$ cat src/rtl/dilated_tap_cache_pkg.sv
`default_nettype none
// +----------------------------------------------------------------------+
// | Module   : dilated_tap_cache_pkg                                      |
// | Brief    : Geometry helpers shared by the dilated tap cache family.   |
// | Revision : 1.0 - initial release                                      |
// +----------------------------------------------------------------------+
package dilated_tap_cache_pkg;

  // History entries needed so that the oldest tap is still resident.
  function automatic int unsigned num_entries(input int unsigned kernel,
                                              input int unsigned dilation);
    return (kernel - 1) * dilation;
  endfunction

  // Pointer width; a single-entry history still needs one bit.
  function automatic int unsigned addr_width(input int unsigned entries);
    return (entries > 1) ? $clog2(entries) : 1;
  endfunction

  // Wrapped read address of tap k. The +entries term keeps the
  // subtraction non-negative, so plain unsigned modulo is safe.
  function automatic int unsigned tap_addr(input int unsigned head,
                                           input int unsigned k,
                                           input int unsigned kernel,
                                           input int unsigned dilation,
                                           input int unsigned entries);
    return (head + entries - (kernel - 1 - k) * dilation) % entries;
  endfunction

endpackage
`default_nettype wire

$ cat src/rtl/dilated_tap_cache_if.sv
`default_nettype none
// +----------------------------------------------------------------------+
// | Module   : dilated_tap_cache_if                                       |
// | Brief    : Sample-in / taps-out bus of the dilated tap cache.         |
// | Revision : 1.0 - initial release                                      |
// +----------------------------------------------------------------------+
interface dilated_tap_cache_if
  import dilated_tap_cache_pkg::*;
#(
  parameter int W = 16,
  parameter int C = 4,
  parameter int K = 4
);
  logic               inp_valid;
  logic [C*W-1:0]     inp;
  logic               out_valid;
  logic [K*C*W-1:0]   out;

  modport master (output inp_valid, inp, input out_valid, out);
  modport slave  (input inp_valid, inp, output out_valid, out);
endinterface
`default_nettype wire

$ cat src/rtl/dilated_tap_cache_tap_addr_gen.sv
`default_nettype none
// +----------------------------------------------------------------------+
// | Module   : tap_addr_gen                                               |
// | Brief    : Combinational wrapped read addresses for the K-1 history   |
// |            taps, given the current write head.                        |
// | Revision : 1.0 - initial release                                      |
// +----------------------------------------------------------------------+
module tap_addr_gen
  import dilated_tap_cache_pkg::*;
#(
  parameter int K           = 4,
  parameter int DILATION    = 4,
  parameter int NUM_ENTRIES = 12,
  parameter int ADDR_W      = 4
) (
  input  logic [ADDR_W-1:0]       head,
  output logic [(K-1)*ADDR_W-1:0] addr
);
  // One wrapped address per stored tap; tap K-1 comes straight from the input.
  for (genvar k = 0; k < K - 1; k++) begin : g_tap
    assign addr[k*ADDR_W +: ADDR_W] =
      ADDR_W'(tap_addr(32'(head), k, K, DILATION, NUM_ENTRIES));
  end
endmodule
`default_nettype wire

$ cat src/rtl/dilated_tap_cache.sv
`default_nettype none
// +----------------------------------------------------------------------+
// | Module   : dilated_tap_cache                                          |
// | Brief    : Multi-channel history buffer presenting all K dilated      |
// |            taps of every channel in parallel, one cycle latency.      |
// |            Option macro DILATED_TAP_CACHE_WARMUP_GATE_EN suppresses   |
// |            out_valid until the history is completely filled.          |
// | Revision : 1.0 - initial release                                      |
// +----------------------------------------------------------------------+
module dilated_tap_cache
  import dilated_tap_cache_pkg::*;
#(
  parameter int W        = 16,
  parameter int C        = 4,
  parameter int K        = 4,
  parameter int DILATION = 4
) (
  input  logic clk,
  input  logic rst,
  dilated_tap_cache_if.slave bus
);
  localparam int NUM_ENTRIES = int'(num_entries(K, DILATION));
  localparam int ADDR_W      = int'(addr_width(NUM_ENTRIES));
  localparam int CW          = C * W;

  logic [CW-1:0]           buffer [NUM_ENTRIES];
  logic [ADDR_W-1:0]       write_head;
  logic [(K-1)*ADDR_W-1:0] rd_addr;
  logic [K*CW-1:0]         taps;
  logic                    taps_valid;
  logic                    history_full;

  tap_addr_gen #(
    .K           (K),
    .DILATION    (DILATION),
    .NUM_ENTRIES (NUM_ENTRIES),
    .ADDR_W      (ADDR_W)
  ) u_tap_addr_gen (
    .head (write_head),
    .addr (rd_addr)
  );

`ifdef DILATED_TAP_CACHE_WARMUP_GATE_EN
  localparam int FILL_W = $clog2(NUM_ENTRIES + 1);
  logic [FILL_W-1:0] fill_count;

  // Saturating count of accepted samples since reset.
  always_ff @(posedge clk) begin
    if (rst)
      fill_count <= '0;
    else if (bus.inp_valid && fill_count != FILL_W'(NUM_ENTRIES))
      fill_count <= fill_count + 1'b1;
  end

  assign history_full = (fill_count == FILL_W'(NUM_ENTRIES));
`else
  assign history_full = 1'b1;
`endif

  // Write pointer advances once per accepted sample, wrapping at any depth.
  always_ff @(posedge clk) begin
    if (rst)
      write_head <= '0;
    else if (bus.inp_valid)
      write_head <= (write_head == ADDR_W'(NUM_ENTRIES - 1)) ? '0 : write_head + 1'b1;
  end

  // History storage; cleared on reset to give causal zero padding.
  always_ff @(posedge clk) begin
    if (rst) begin
      for (int i = 0; i < NUM_ENTRIES; i++)
        buffer[i] <= '0;
    end else if (bus.inp_valid) begin
      buffer[write_head] <= bus.inp;
    end
  end

  // Tap register: reads use pre-edge contents, holds across input gaps.
  always_ff @(posedge clk) begin
    if (rst) begin
      taps       <= '0;
      taps_valid <= 1'b0;
    end else begin
      taps_valid <= bus.inp_valid && history_full;
      if (bus.inp_valid) begin
        for (int k = 0; k < K - 1; k++)
          taps[k*CW +: CW] <= buffer[rd_addr[k*ADDR_W +: ADDR_W]];
        taps[(K-1)*CW +: CW] <= bus.inp;
      end
    end
  end

  assign bus.out       = taps;
  assign bus.out_valid = taps_valid;
endmodule
`default_nettype wire
$ cat src/flat_wrapper.sv
// flat-port wrapper written by rule: the top's interface ports become plain ports
module dilated_tap_cache_flat import dilated_tap_cache_pkg::*;
#(
  parameter int W        = 16,
  parameter int C        = 4,
  parameter int K        = 4,
  parameter int DILATION = 4
)
  (clk, rst, bus_inp_valid, bus_inp, bus_out_valid, bus_out);
  dilated_tap_cache_if #(.W(W), .C(C), .K(K)) bus_i ();
  input  logic clk;
  input  logic rst;
  input wire logic [$bits(bus_i.inp_valid)-1:0] bus_inp_valid;
  input wire logic [$bits(bus_i.inp)-1:0] bus_inp;
  output wire logic [$bits(bus_i.out_valid)-1:0] bus_out_valid;
  output wire logic [$bits(bus_i.out)-1:0] bus_out;
  assign bus_i.inp_valid = bus_inp_valid;
  assign bus_i.inp = bus_inp;
  assign bus_out_valid = bus_i.out_valid;
  assign bus_out = bus_i.out;
  dilated_tap_cache #(.W(W), .C(C), .K(K), .DILATION(DILATION)) u_core (.clk(clk), .rst(rst), .bus(bus_i));
endmodule
$ cat config.mk
export PLATFORM = sky130hd
export DESIGN_NAME = dilated_tap_cache_flat
export DESIGN_NICKNAME = d
export VERILOG_FILES = /design/src/rtl/dilated_tap_cache_pkg.sv /design/src/rtl/dilated_tap_cache_if.sv /design/src/rtl/dilated_tap_cache_tap_addr_gen.sv /design/src/rtl/dilated_tap_cache.sv /design/src/flat_wrapper.sv
export SDC_FILE = /design/constraint.sdc
export NUM_CORES = 2
export LEC_CHECK = 0
export CAP_MARGIN = 20
export CORE_MARGIN = 8
export CORE_UTILIZATION = 35
export DETAILED_ROUTE_END_ITERATION = 12
export PLACE_DENSITY = 0.54
export RECOVER_POWER = 50
export SETUP_SLACK_MARGIN = 0.5
export SYNTH_ARGS = -nofsm -noshare
export SYNTH_HDL_FRONTEND = slang
export SYNTH_HIERARCHICAL = 1
export SYNTH_SLANG_ARGS = --single-unit
$ cat constraint.sdc
create_clock -name clk -period 3.6 [get_ports clk]
set_clock_uncertainty 0.15 [all_clocks]
set_input_delay 0.54 -clock clk [delete_from_list [all_inputs] [get_ports clk]]
set_output_delay 0.54 -clock clk [all_outputs]
set_load 0.02 [all_outputs]
==> flow_summary.yaml <==
worst_setup_path:
  slowest_delay_ns: 0.87
  cp_max_fo: 19
  crit-reg2reg-launch: "u_core/write_head[1]$_SDFFE_PP0P_"
  critical_path_depth: 7
  worstPathRequired_ns: 3.88
  worstReg2RegEnd: "u_core/buffer[15][28]$_DFFE_PP_"
  worstPathArrival_ns: 3.60
  cp_slowest_cell: "and2_2"
  critPathLaunch: "rst"
  criticalPathCategory: "input pin to register"
  r2r_cells: 3
  cp-end-kind: "register"
  path_buf_inv: 4
  cp_cell_sequence: "dlygate4sd3_1 > clkbuf_1 > nand2b_2 > inv_1 > and3_1 > and2_2 > clkbuf_4"
  critical_path.startpoint_type: "input pin"
  crit_end: "u_core/buffer[14][28]$_DFFE_PP_"
  r2r_setup_slack_ns: 0.40
  critical-path-top-delay-family: "buffers and inverters"
sta:
  setup_viol: 0
  max_slew_headroom_pct: -23.24
  fin_setup_tns_ns: 0
  fin_crit_sh_pct: 92.32
  period_minus_slack_ns: 3.324
  final_critical_path_setup_slack_ns: 0.2764
  rsz0062_at_grt: "false"
  worst-slew-pin-transition_ns: 1.849
  timing_max_transition_violations_final: 551
  fmax_mhz: 300.9
  post_route_hold_slack_ns: 0.06902
  timing_hold_violations_final: 0
global_route:
  number_of_antenna_violations_at_the_first_check_in_global_routing: 15
  grt_max_degree: 180
  grt_util_all_layers_pct: 24.88
  number_of_global_route_vias_before_repair: 55680
  grt_first_pass_wirelength_mm: 403.1
  grt-ovfl-total: 0
place:
  detailed_place.area_um2: 78040
  place.gp.congestion: 0.8222
  dpl.hpwl_mm: 155.3
  placedCellCount: 8931
  place_ws_ns: 0.5435
  placement.io_buffers: 323
hold_path:
  worst_hold_path_type: "input pin to register"
finish:
  finalInstanceArea_um2: 83380
  final_layout_size_suffix_gt1_share_pct: 9.433
  final_cell_utilization_of_the_core_pct: 41.21
  final_cell_count_no_fill: 9248
  filler_cell_count: 19000
  nets: 6515
  flow.area_growth_from_synthesis_pct: 16.94
logic_synthesis:
  yosys_warnings: 198
  synthAdderAreaFrac_pct: 0.1755
  synth_compound_gate_area_share_pct: 7.643
  post_synth_xor_area_fraction_pct: 0.05966
  simple_gate_area_share_of_the_yosys_netlist_pct: 14.57
  netlist_area_um2: 71310
  postSynthRegisterBits: 1285
  synth_top_family_by_area: "multiplexers"
  yosysSeqAreaShare_pct: 50.45
  synthCells: 6400
  synth_cell_type_count: 42
  mappedNetlistNets: 6477
  muxShareOfSynthArea_pct: 22.49
  syn_avg_cell_area_um2: 11.14
clock_tree:
  cts.path.max_buffers: 3
  numCtsBuffers: 155
  clk-insertion-delay-late_ns: 0.82
  tritoncts: "done"
  clkSinkCount: 1285
  clk_pin_slew_worst_paths_ns: 0.06
  cts_htree_levels: 4
  cts.root.buffer_cell: "clkbuf_16"
outcome:
  run_status: "finished with violations"
  violations_in_the_final_reports: "capacitance limit, slew limit"
power:
  vdd_drop_max_mv: 0.5636
  leakage_nw: 34.66
  totalPowerFinal_mw: 39.10
  powerDensity_nw_per_um2: 469.0
detailed_routing:
  detail_route.drc_violations: 0
  drt-total-wl_mm: 288.6
  wire_per_inst_um: 31.21
  drt_pre_antenna_iters: 6
  via_count: 55990
  detail-route-antenna-nets: 0
  drt_first_iter_violations: 5805
  post_drt_via_cell_ratio: 6.054
floorplan:
  number_of_placed_i_o_pins: 324
  die_width_um: 467.4
  start_util_pct: 35.24
  core_area_um2: 202300
  fp.dieArea_um2: 218400
  rows: 165
  floorplan.die.height_um: 467.4
run:
  cap_viol_max_count: 9
[cell usage in the layout, fill, tap and decap left out, drive strengths merged, types with 2 or more instances in the layout]
cell type / synthesis / routed
ha: 10 / 10
dfxtp: 261 / 261
xor2: 2 / 2
and2: 8 / 8
a21o: 11 / 11
a31oi: 3 / 3
dlygate4sd3: 0 / 140
clkinvlp: 0 / 4
clkdlybuf4s50: 0 / 182
nand3b: 5 / 5
o21ai: 5 / 5
or3b: 3 / 3
nor2b: 7 / 7
diode: 0 / 3
xnor2: 2 / 2
clkinv: 0 / 42
nor2: 75 / 75
nand2b: 2 / 2
nand2: 583 / 583
a21oi: 388 / 388
edfxtp: 1024 / 1024
clkbuf: 314 / 248
bufinv: 0 / 15
buf: 349 / 196
inv: 6 / 15
nand3: 577 / 577
nor3: 2 / 2
a22oi: 384 / 384
and3: 769 / 769
mux2i: 1602 / 1602
[area by class of cell]
cell class                 instances  area [µm²]  area share, %
antenna                            3       7.507       0.009003
clock buffer                     222        4434          5.318
clock inverter                    70       860.8          1.032
inverter                           6       22.52        0.02701
multi-input combinational       4446       32240          38.67
sequential                      1285       35980          43.15
tap                             2672        3343          4.009
timing repair buffer             544        6494          7.788
[power by group]
part	internal (mW)	switching (mW)	leakage, nW
clock	9.70	6.70	2.59
sequential	16.6	0.622	12.4
combinational	1.90	3.53	19.7
[tightest hold or removal path: cells and delay by family]
kind / cells / cell delay (ns)
buf+inv: 2 / 0.27
simple gates: 1 / 0.15
[layer usage]
metal / routed length (µm) / up-vias / track usage, % / part of all wire, %
met3: 24750 / 637 / 4.883 / 8.6
li1: - / 24130 / - / -
met4: 11580 / 4 / 8.974 / 4.0
met1: 121700 / 28350 / 33.29 / 42
met5: 22 / - / 0 / 0.0076
met2: 130600 / 2873 / 40.09 / 45
[state kept, by name (all words and copies together) (netlist names)]
signal	cells
u_core/buffer	1024
u_core/write_head	4
u_core/bus.out	256
u_core/bus.out_valid	1
[Yosys cell counts (all sizes together)]
library cell	instances	area share [%]
nor2	75	0.41
or3b	3	0.037
and2	8	0.070
dfxtp	261	7.3
nand2b	2	0.021
a22o	1	0.012
a31o	1	0.012
a21boi	1	0.011
clkbuf	314	1.7
nor3	2	0.030
a21oi	388	3.4
xnor2	2	0.025
o211ai	1	0.011
a21o	11	0.12
ha	10	0.18
o21ai	5	0.035
mux2i	1602	22
nand2	583	3.1
inv	6	0.032
a22oi	384	4.0
nor4b	1	0.012
edfxtp	1024	43
nor2b	7	0.065
xor2	2	0.035
a31oi	3	0.026
and3	769	6.7
nor4bb	1	0.014
o21a	1	0.011
buf	349	2.9
nand3	577	4.0
o32ai	1	0.012
nand3b	5	0.053
[cells by family (layout without fill, tap and decap cells)]
| family | after synthesis | in the layout |
|---|---|---|
| compound gates | 797 | 797 |
| buf+inv | 669 | 842 |
| mux | 1602 | 1602 |
| xor+xnor | 4 | 4 |
| simple gates | 2033 | 2033 |
| other cells | 0 | 3 |
| flops | 1285 | 1285 |
| fa+ha+maj | 10 | 10 |
[worst min-delay path by stage]
| stage | slack (ns) | to | cells after the start | from |
|---|---|---|---|---|
| 2_1_floorplan | 0.38 | u_core/bus.out[5]$_SDFFE_PP0P_ | 2 | u_core/bus.out[5]$_SDFFE_PP0P_ |
| 3_3_place_gp | 0.29 | u_core/bus.out[11]$_SDFFE_PP0P_ | 2 | u_core/bus.out[11]$_SDFFE_PP0P_ |
| 3_5_place_dp | 0.30 | u_core/bus.out[170]$_SDFFE_PP0P_ | 2 | u_core/bus.out[170]$_SDFFE_PP0P_ |
| 4_1_cts | 0.009 | u_core/bus.out_valid$_SDFF_PP0_ | 3 | bus_inp_valid |
| 5_1_grt | 0.04 | u_core/bus.out[200]$_SDFFE_PP0P_ | 3 | bus_inp_valid |
| 6_report | 0.07 | u_core/bus.out_valid$_SDFF_PP0_ | 3 | bus_inp_valid |
[repair_timing]
action,CTS,global route
endpoints found under the hold margin,1,0
hold buffers,1,0
setup buffers,0,15
gates resized for setup,0,13
setup endpoints to repair,0,146
No activity file was read; power rests on OpenSTA's default activity.
